--- src/rtl/bidir_serializer_pkg.sv ---
// Shared definitions for the bidirectional serializer and the shift-register
// receiver it feeds: direction encodings, FSM states and a width helper.
package bidir_serializer_pkg;

  // Direction encodings; identical to the receiver's R_L_n meaning.
  localparam logic DIR_RIGHT = 1'b1;  // right shift, LSB first
  localparam logic DIR_LEFT  = 1'b0;  // left shift, MSB first

  typedef enum logic {
    IDLE  = 1'b0,
    SHIFT = 1'b1
  } state_t;

  // Bit-counter width: max(1, clog2(n)).
  function automatic int cnt_width(input int n);
    return ($clog2(n) < 1) ? 1 : $clog2(n);
  endfunction

endpackage

--- src/rtl/serializer_bit_counter.sv ---
// Modulo-N bit counter with enable, synchronous clear and terminal-count flag.
// Clear has priority over enable; the count wraps from N-1 back to 0.
module serializer_bit_counter
  import bidir_serializer_pkg::*;
#(
  parameter int N  = 4,
  parameter int CW = cnt_width(N)
) (
  input  logic          clk,
  input  logic          reset,
  input  logic          i_en,
  input  logic          i_clr,
  output logic [CW-1:0] o_cnt,
  output logic          o_tc
);

  localparam logic [CW-1:0] LAST = CW'(N - 1);

  logic [CW-1:0] r_cnt;

  // Count enabled ticks, wrapping at N-1; clear restarts a frame at bit 0.
  always_ff @(posedge clk or posedge reset) begin
    if (reset) begin
      r_cnt <= '0;
    end else if (i_clr) begin
      r_cnt <= '0;
    end else if (i_en) begin
      r_cnt <= (r_cnt == LAST) ? '0 : r_cnt + CW'(1);
    end
  end

  assign o_cnt = r_cnt;
  assign o_tc  = (r_cnt == LAST);

endmodule

--- src/rtl/bidir_serializer.sv ---
// Parallel-in, serial-out transmitter for the bidirectional shift register.
// A word is latched on a valid/ready handshake and shifted out one bit per
// ser_en tick, LSB first (dir=1) or MSB first (dir=0), so the receiver shifting
// in the same direction ends up holding the original word.
//
// Handshake: a word transfers on a clk edge where in_valid && in_ready.
// in_ready is combinational from ser_en on the last bit of a frame, so the
// producer must not derive in_valid from in_ready.
module bidir_serializer
  import bidir_serializer_pkg::*;
#(
  parameter int N = 4
) (
  input  logic                   clk,
  input  logic                   reset,
  input  logic [N-1:0]           in_data,
  input  logic                   in_dir,
  input  logic                   in_valid,
  output logic                   in_ready,
  input  logic                   ser_en,
  output logic                   ser_out,
  output logic                   ser_dir,
  output logic                   ser_valid,
  output logic                   ser_last,
  output logic                   dbg_state,
  output logic [cnt_width(N)-1:0] dbg_cnt
);

  localparam int CW = cnt_width(N);

  state_t        r_state;
  state_t        w_next_state;
  logic [N-1:0]  r_shreg;
  logic          r_dir;
  logic [CW-1:0] w_cnt;
  logic          w_tc;
  logic          w_consume;
  logic          w_ready;
  logic          w_accept;

  // A bit is consumed only in SHIFT on a ser_en edge; ser_en is ignored in IDLE.
  assign w_consume = (r_state == SHIFT) && ser_en;
  assign w_ready   = !reset && ((r_state == IDLE) || (w_consume && w_tc));
  assign w_accept  = in_valid && w_ready;

  serializer_bit_counter #(.N(N), .CW(CW)) u_bit_counter (
    .clk   (clk),
    .reset (reset),
    .i_en  (w_consume),
    .i_clr (w_accept),
    .o_cnt (w_cnt),
    .o_tc  (w_tc)
  );

  // State register.
  always_ff @(posedge clk or posedge reset) begin
    if (reset) begin
      r_state <= IDLE;
    end else begin
      r_state <= w_next_state;
    end
  end

  // Next state: leave IDLE on a word, return only when the last bit goes
  // without a follow-on word waiting.
  always_comb begin
    w_next_state = r_state;
    case (r_state)
      IDLE:    if (in_valid) w_next_state = SHIFT;
      SHIFT:   if (w_consume && w_tc && !in_valid) w_next_state = IDLE;
      default: w_next_state = IDLE;
    endcase
  end

  // Shift register and latched direction. The final consuming shift empties
  // the register, so ser_out rests at 0 once the frame has drained.
  always_ff @(posedge clk or posedge reset) begin
    if (reset) begin
      r_shreg <= '0;
      r_dir   <= DIR_LEFT;
    end else if (w_accept) begin
      r_shreg <= in_data;
      r_dir   <= in_dir;
    end else if (w_consume) begin
      if (r_dir == DIR_RIGHT) begin
        r_shreg <= {1'b0, r_shreg[N-1:1]};
      end else begin
        r_shreg <= {r_shreg[N-2:0], 1'b0};
      end
    end
  end

  // Outputs decoded from state, counter and the shift register end bit.
  always_comb begin
    ser_valid = (r_state == SHIFT);
    ser_last  = (r_state == SHIFT) && w_tc;
    ser_out   = (r_dir == DIR_RIGHT) ? r_shreg[0] : r_shreg[N-1];
    ser_dir   = r_dir;
    in_ready  = w_ready;
    dbg_state = r_state;
    dbg_cnt   = w_cnt;
  end

endmodule

--- config.mk ---
export PLATFORM = sky130hd
export DESIGN_NAME = bidir_serializer
export DESIGN_NICKNAME = d
export VERILOG_FILES = /design/src/rtl/bidir_serializer_pkg.sv /design/src/rtl/serializer_bit_counter.sv /design/src/rtl/bidir_serializer.sv
export SDC_FILE = /design/constraint.sdc
export NUM_CORES = 1
export LEC_CHECK = 0
export BUFFER_PORTS_ARGS = -buffer_cell sky130_fd_sc_hd__buf_2
export CAP_MARGIN = 20
export CORE_UTILIZATION = 30
export DETAILED_ROUTE_END_ITERATION = 10
export PLACE_DENSITY_LB_ADDON = 0.2
export SYNTH_ARGS = -nofsm -noshare
export SYNTH_HDL_FRONTEND = slang
export SYNTH_SLANG_ARGS = --single-unit
--- constraint.sdc ---
create_clock -name clk -period 4.1 [get_ports clk]
set_clock_uncertainty 0.05 [all_clocks]
set_input_delay 0.615 -clock clk [delete_from_list [all_inputs] [get_ports clk]]
set_output_delay 0.615 -clock clk [all_outputs]
set_load 0.02 [all_outputs]
==> metrics.txt, run 1 <==
outcome=completed; number of global-route vias before repair=334; PwrDens=690 mW/mm2; hold crit path type=input port to async pin; Finished Layout Cells=74; Vias/cell=4.91; reg2reg setup slack=2.48 ns; most frequent cell after synthesis=dfrtp_1; Total GRT Usage=0.116; core area=0.00138 mm2; gp weighted congestion=0.743; Placed Cells=71; CP endpoint=in_ready; Rows=13; Initial Util=0.342; Final Cycle Share=0.477; FF+latch count, synth=8; Layout fillers=133; CP delay by family, top=flip-flops; worst path cell trace=ha_1, a21boi_4, nor2_1, buf_2; WP data required=3.43 ns; TritonCTS clock tree=yes; met2 usage=0.153; worst r2r src=u_bit_counter.o_cnt[0]; Levels on crit path=4; antenna violations before repair=0; height of the chip=41.7 um; Mean Syn Cell Area=11.0 um2; Cell variety after synth=20; Least-Margin Pin Slew=0.400 ns; area of the die=0.00174 mm2; Post-synth top flop=dfrtp_1; hold_buf cts=0; CP Class=flop to output port; Post-Syn Instances=43; Ys Warns=0; Final Hold Viols=0; post-CTS setup buffer count=0; CP Launch Type=flop; Routed wire per std cell=11.8 um; nets=71; leading post-synthesis cells by cell area=dfrtp_1, mux2_2, mux2i_1; Synth top area share=0.423; PortBufs=16; CP peak stage delay=0.40 ns; total number of vias=363; max_slew headroom=0.733; setup_tns=0 ns; leading area contributor after synthesis=dfrtp_1; post-cts resize count=0; FMAX=511 MHz; total CTS buffers=3; met1 track demand over resource=0.156; CP startpoint=u_bit_counter.o_cnt[0]; Max VDD drop=329 uV; Area Growth Syn to Fin=20.6%; WP data arrival=1.29 ns; share of cells above drive strength 1=0.475; final hold slack=0.287 ns; total congestion overflow=0; Critical R2R Capture=r_shreg[1]; Synth top cells by count=dfrtp_1, a21oi_1, mux2_2, mux2i_1; Root Driver=clkbuf_4; htree depth=1; Buffers & Inverters on Critical Path=1; pin count of the biggest net entering global routing=13; worst skew pair latency=0.26 ns; R2R depth=4; final total power=0.393 mW; met3 usage=0.0783; IO Count=17; Post-synth ARST share=1.00; Syn Nets=53; slowest CP cell=dfrtp_1; DR iter-0 viols=0; Netlist Area Pre-Place=473 um2; Final setup viols=0; Worst Path Max Fanout=4; sequential area share after synthesis=0.423; Antenna Cells=0; Crit. End Element=output port; DRC=0; Die Wd=41.7 um; Final Max Tran Viols=0; Most Used Layer, Global Route=met1; leakage power=0.287 nW; post-route ant nets=0; global-route wire length before repair=1500 um; Worst-path clk slew=0.06 ns; DRT Pass-1 Iters=1; maximum clock insertion buffer count=2; RSZ-0062 raised after global routing=no; min Tclk post-route=1.96 ns; TritonCTS Sinks=8; Final Routed Wirelength=876 um; number of flops mapped to enable cells by yosys=0; Max Cap Viol=0
[through the flow]
stage | setup slack (ns) | area [um2] | util
4_1_cts | 2.13 | 571 | 0.413
3_5_place_dp | 2.26 | 548 | 0.396
2_1_floorplan | 2.28 | 473 | -
3_3_place_gp | 2.26 | 548 | 0.396
5_1_grt | 2.04 | 571 | 0.413
6_report | 2.14 | 571 | 0.413
[flip-flops by register name, indices dropped and copies added (netlist names)]
name,cells
dbg_state,1
u_bit_counter.o_cnt,2
ser_dir,1
r_shreg,4
[where the power goes]
| part | total [mW] | internal, mW | switching (mW) |
|---|---|---|---|
| sequential | 0.152 | 0.115 | 0.0375 |
| clock | 0.0613 | 0.0336 | 0.0278 |
| combinational | 0.180 | 0.0870 | 0.0931 |
| total | 0.393 | 0.235 | 0.158 |
[cell families after synthesis]
family | after synthesis | share of synthesized area
muxes | 8 | 0.180
DFF | 8 | 0.423
and+or+nand+nor | 11 | 0.167
adders and majority gates | 1 | 0.0265
buffers and inverters | 6 | 0.0741
AOI/OAI and AO/OA | 9 | 0.130
[final cells by class]
| cell class | instances | area [um2] | share of cell area |
|---|---|---|---|
| Timing Repair Buffer | 16 | 80.1 | 0.140 |
| Clock buffer | 3 | 22.5 | 0.0395 |
| Multi-Input combinational cell | 29 | 238 | 0.417 |
| Tap cell | 15 | 18.8 | 0.0329 |
| Inverter | 3 | 11.3 | 0.0197 |
| Sequential cell | 8 | 200 | 0.351 |
[cells in the final DEF (no fill, tap or decap), types with 2 or more instances in the layout]
master	instances
mux2i_1	4
nand2_1	3
dfrtp_1	8
a21oi_1	6
mux2_2	4
a31oi_1	2
inv_1	3
buf_2	16
clkbuf_4	3
[per-layer routing]
layer,wire length [um],vias up
met4,0,0
li1,-,185
met1,437,164
met3,66,0
met2,372,14
met5,0,-
[worst min path at each step]
stage / to / depth (start not counted)
floorplan: dbg_state / 1
CTS: dbg_state / 2
global route: dbg_state / 2
detailed placement: u_bit_counter.o_cnt[0] / 2
global placement: u_bit_counter.o_cnt[1] / 2
finish: dbg_state / 2
(Power assumes the default switching activity.)
==> inputs of run 2 (changes only) <==
==> constraint.sdc (replaced) <==
create_clock -name clk -period 1.9 [get_ports clk]
set_clock_uncertainty 0.05 [all_clocks]
set_input_delay 0.285 -clock clk [delete_from_list [all_inputs] [get_ports clk]]
set_output_delay 0.285 -clock clk [all_outputs]
set_load 0.02 [all_outputs]
==> run 2 against run 1 <==
Power grew 120%. Hold slack lost 0.090 ns. Critical path depth stayed put. Sequential cell count unchanged. Sequential share of layout area decreased by 1.0 points. Final cell count up 2.7%. Clock power increased by 120%. Combinational power grew 120%. Die area stayed put. Routed wire length increased by 2.2%.
==> metrics.txt, run 2 (synthesized netlist as in run 1, its figures left out) <==
maximum clock insertion buffer count=2 (unchanged); Final setup viols=0 (unchanged); Rows=13 (unchanged); area of the die=0.00174 mm2 (unchanged); Final Routed Wirelength=895 um (+2.2%); gp weighted congestion=0.769 (+3.6%); height of the chip=41.7 um (unchanged); Final Hold Viols=0 (unchanged); WP data arrival=1.31 ns (+0.02 ns); Final WS setup=0.259 ns (-1.88 ns); Largest register FFs=4 (unchanged); slowest CP cell=dfrtp_1; Placed Area=556 um2 (+1.4%); Reg power frac=0.383 (-0.004); global-route wire length before repair=1700 um (+13%); TritonCTS Sinks=8 (unchanged); Max VDD drop=603 uV (+83%); Worst Path Max Fanout=4 (unchanged); most common cell after layout, fill and taps aside=buf_2; DRT Pass-1 Iters=3 (+2); min Tclk post-route=1.64 ns; PortBufs=16 (unchanged); final total power=0.854 mW (+120%); CP Launch Type=flop; CP Class=flop to output port; combinational fraction of design power=0.461 (+0.003); finished layout cell area=588 um2 (+3.1%); WP data required=1.56 ns (-1.87 ns); worst path cell trace=ha_1, a21boi_4, nor2_1, buf_2; post-cts resize count=0 (unchanged); DR iter-0 viols=3 (+3); worst skew pair latency=0.25 ns (about the same); Clock Power Share=0.156 (about the same); Setup WS pre-CTS=0.410 ns (-1.84 ns); nets=73 (+2.8%); outcome=completed; htree depth=1 (unchanged); Initial Util=0.342 (unchanged); pin count of the biggest net entering global routing=13 (unchanged); Die Wd=41.7 um (unchanged); CP peak stage delay=0.40 ns (about the same); post-route ant nets=0 (unchanged); post-CTS setup buffer count=0 (unchanged); share of cells above drive strength 1=0.475 (+0.000834); PwrDens=1450 mW/mm2 (+110%); max_slew headroom=0.790 (+0.0571); Crit. End Element=output port; total congestion overflow=0 (unchanged); TritonCTS clock tree=yes; IO Count=17 (unchanged); total CTS buffers=3 (unchanged); antenna violations before repair=0 (unchanged); Final Cycle Share=0.864; core area=0.00138 mm2 (unchanged); hold crit path type=input port to flop; final hold slack=0.197 ns (-0.0899 ns); sw frac=0.400 (-0.00238); Total GRT Usage=0.135 (+0.0193); Finished Layout Cells=76 (+2.7%); Final Max Tran Viols=0 (unchanged); DRC=0 (unchanged); number of global-route vias before repair=364 (+9.0%); FMAX=609 MHz; Worst-path clk slew=0.06 ns (about the same); setup_tns=0 ns (unchanged); Largest Register=r_shreg; Area Growth Syn to Fin=24.3%; Routed wire per std cell=11.8 um (-0.52%); Root Driver=clkbuf_4; total number of vias=379 (+4.4%); Layout fillers=137 (+3.0%); most frequent cells in the layout=buf_2, dfrtp_1, a21oi_1, mux2i_1, mux2_2; DP HPWL=676 um; Least-Margin Pin Slew=0.315 ns (-0.0852 ns); Max Cap Viol=0 (unchanged); Post-Route Utilization=0.425 (+0.0127); Placed Cells=72 (+1.4%); Antenna Cells=0 (unchanged); switching power=0.341 mW (+120%); RSZ-0062 raised after global routing=no; Internal Pwr Total=0.512 mW (+120%); leakage power=0.297 nW (+3.3%); Vias/cell=4.99 (+1.7%)
-- run 2: cell count changes in the layout (fill, tap and decap cells not counted) --
cell | before | now
dlygate4sd3_1 | 0 | 1
buf_4 | 0 | 1
-- run 2: what timing repair did --
| action | CTS | global route |
|---|---|---|
| endpoints found under the hold margin | 8 | 0 |
| hold buffers | 1 | 0 |
| endpoints found under the setup margin | 0 | 0 |
-- run 2: layout make-up --
cell class	count	area, um2	area share
inverter	3	11.3	0.0191
clock buffer	3	22.5	0.0383
sequential	8	200	0.340
multi-input combinational	29	238	0.404
tap	15	18.8	0.0319
timing repair buffer	18	97.6	0.166
-- run 2: routing by layer --
metal,track usage,up-vias,share of wire
met3,0.0391,2,0.041
li1,-,191,-
met4,0.0968,0,0.018
met5,0,-,0
met2,0.191,13,0.44
met1,0.173,173,0.50
-- run 2: path summary, 6_finish.rpt --
path                                   startpoint                endpoint  slack [ns]  depth (start not counted)
hold reg to reg            u_bit_counter.o_cnt[1]  u_bit_counter.o_cnt[1]        0.49                          2
min in group asynchronous                   reset              r_shreg[2]        0.51                          3
setup reg to reg           u_bit_counter.o_cnt[0]              r_shreg[1]        0.43                          4
hold / removal                           in_valid               dbg_state        0.20                          2
setup / recovery           u_bit_counter.o_cnt[0]                in_ready        0.26                          4
max in group asynchronous                   reset  u_bit_counter.o_cnt[1]        1.05                          3
-- run 2: critical path: cells and delay by family, from the launching register on --
kind                       cells  cell delay, ns
DFF                            1            0.40
adders and majority gates      1            0.26
and+or+nand+nor                1            0.05
buffers and inverters          1            0.15
AOI/OAI and AO/OA              1            0.19
-- run 2: power groups by stage --
stage | Sequential, mW | Combinational, mW | Clock, mW
after global placement | 0.329 | 0.395 | 0
after global routing | 0.343 | 0.434 | 0.155
after detailed placement | 0.329 | 0.395 | 0
after floorplan | 0.351 | 0.270 | 0
final | 0.327 | 0.394 | 0.133
after CTS | 0.327 | 0.398 | 0.139
==> inputs of run 3 (changes only) <==
--- a/config.mk
+++ b/config.mk
@@ -7,6 +7,7 @@
 export LEC_CHECK = 0
 export BUFFER_PORTS_ARGS = -buffer_cell sky130_fd_sc_hd__buf_2
 export CAP_MARGIN = 20
+export CORE_MARGIN = 2
 export CORE_UTILIZATION = 30
 export DETAILED_ROUTE_END_ITERATION = 10
 export PLACE_DENSITY_LB_ADDON = 0.2
==> run 3 against run 2 <==
Worst setup slack improved by 0.0085 ns. Critical path type unchanged. Register-to-register slack is essentially flat. Cell area increased by 1.5%. Clock-buffer cell count unchanged. Combinational power up 3%. Critical path depth unchanged. Core utilization down 2.4 points.
==> metrics.txt, run 3 (synthesized netlist as in run 1, its figures left out) <==
Die Wd=43.7 um (+4.8%); htree depth=1 (unchanged); share of cells above drive strength 1=0.484 (+0.00846); Area Growth Syn to Fin=26.2%; RSZ-0062 raised after global routing=no; CP Launch Type=flop; antenna violations before repair=0 (unchanged); maximum clock insertion buffer count=2 (unchanged); leakage power=0.301 nW (+1.4%); post-cts resize count=0 (unchanged); most frequent cells in the layout=buf_2, dfrtp_1, a21oi_1, mux2i_1, mux2_2; DP HPWL=664 um (-1.9%); Initial Util=0.318 (-0.0244); outcome=completed; Final Cycle Share=0.859 (-0.00448); post-CTS setup buffer count=0 (unchanged); final total power=0.852 mW (-0.18%); worst path cell trace=ha_1, a21boi_4, nor2_1, buf_2; FMAX=612 MHz (+0.52%); Root Driver=clkbuf_4; min Tclk post-route=1.63 ns (-0.00851 ns); CP Class=flop to output port; gp weighted congestion=0.664 (-14%); Final Hold Viols=0 (unchanged); CP startpoint=u_bit_counter.o_cnt[0]; Max VDD drop=452 uV (-25%); area of the die=0.00191 mm2 (+9.8%); Final Max Tran Viols=0 (unchanged); Routed wire per std cell=11.6 um (-1.3%); hold crit path type=input port to flop; DR iter-0 viols=6 (+3); Least-Margin Pin Slew=0.332 ns (+0.0167 ns); PortBufs=16 (unchanged); worst r2r src=u_bit_counter.o_cnt[0]; Hold Startpoint=in_valid; global-route wire length before repair=1610 um (-5.7%); WP data required=1.56 ns (about the same); total number of vias=370 (-2.4%); max_slew headroom=0.779 (-0.0114); Buffers & Inverters on Critical Path=1 (unchanged); DRC=0 (unchanged); Max Cap Viol=0 (unchanged); Antenna Cells=0 (unchanged); TritonCTS Sinks=8 (unchanged); Largest Register=r_shreg; DRT Pass-1 Iters=2 (-1); total CTS buffers=3 (unchanged); nets=74 (+1.4%); Rows=14 (+1); PwrDens=1430 mW/mm2 (-1.6%); post-route ant nets=0 (unchanged); height of the chip=43.7 um (+4.8%); Vias/cell=4.74 (-4.9%); setup_tns=0 ns (unchanged); hold_buf cts=1 (unchanged); worst skew pair latency=0.26 ns (about the same); Worst-path clk slew=0.05 ns (about the same); pin count of the biggest net entering global routing=12 (-1); Largest register FFs=4 (unchanged); Total GRT Usage=0.116 (-0.0189); Layout fillers=150 (+9.5%); Worst Path Max Fanout=4 (unchanged); Final Routed Wirelength=907 um (+1.3%); most common cell after layout, fill and taps aside=buf_2; TritonCTS clock tree=yes; CP peak stage delay=0.40 ns (about the same); CP delay by family, top=flip-flops; WP data arrival=1.30 ns (about the same); slowest CP cell=dfrtp_1; Crit. End Element=output port; core area=0.00149 mm2 (+7.7%); Final setup viols=0 (unchanged); number of global-route vias before repair=355 (-2.5%); IO Count=17 (unchanged); total congestion overflow=0 (unchanged)
-- run 3: changes by cell type in the layout (fill, tap and decap cells not counted) --
cell	delta
buf_4	+1
-- run 3: routing by layer --
metal | vias to the layer above | GRT usage | routed length, um
met4 | 0 | 0.0727 | 14
met3 | 2 | 0.0375 | 61
met5 | - | 0 | 0
met1 | 168 | 0.157 | 421
li1 | 188 | - | -
met2 | 12 | 0.159 | 409
-- run 3: area by class of cell --
| cell class | instances | area, um2 | share of cell area |
|---|---|---|---|
| clock buffer | 3 | 22.5 | 0.0377 |
| inverter | 3 | 11.3 | 0.0189 |
| multi-input combinational | 29 | 238 | 0.398 |
| sequential | 8 | 200 | 0.335 |
| tap | 16 | 20.0 | 0.0335 |
| timing repair buffer | 19 | 105 | 0.176 |
-- run 3: stage by stage --
stage	instances	util	hold slack [ns]	cell area [um2]	setup slack, ns
6_report	78	0.401	0.190	597	0.267
5_1_grt	78	0.401	0.199	597	0.173
4_1_cts	78	0.401	0.188	597	0.252
3_5_place_dp	74	0.379	0.241	564	0.438
3_3_place_gp	74	0.379	0.245	564	0.447
2_1_floorplan	43	-	0.0507	473	0.260
-- run 3: worst paths after layout --
kind	slack [ns]	to	cells after the start
max reg2reg	0.43	r_shreg[2]	4
min in group asynchronous	0.52	dbg_state	3
max	0.27	in_ready	4
max in group asynchronous	1.04	r_shreg[0]	3
min	0.19	dbg_state	2
min reg2reg	0.49	u_bit_counter.o_cnt[1]	2
-- run 3: power by group --
group / internal, mW / switching [mW] / leakage (nW)
Sequential: 0.247 / 0.0683 / 0.0950
Clock: 0.0724 / 0.0603 / 0.0138
Combinational: 0.196 / 0.208 / 0.192
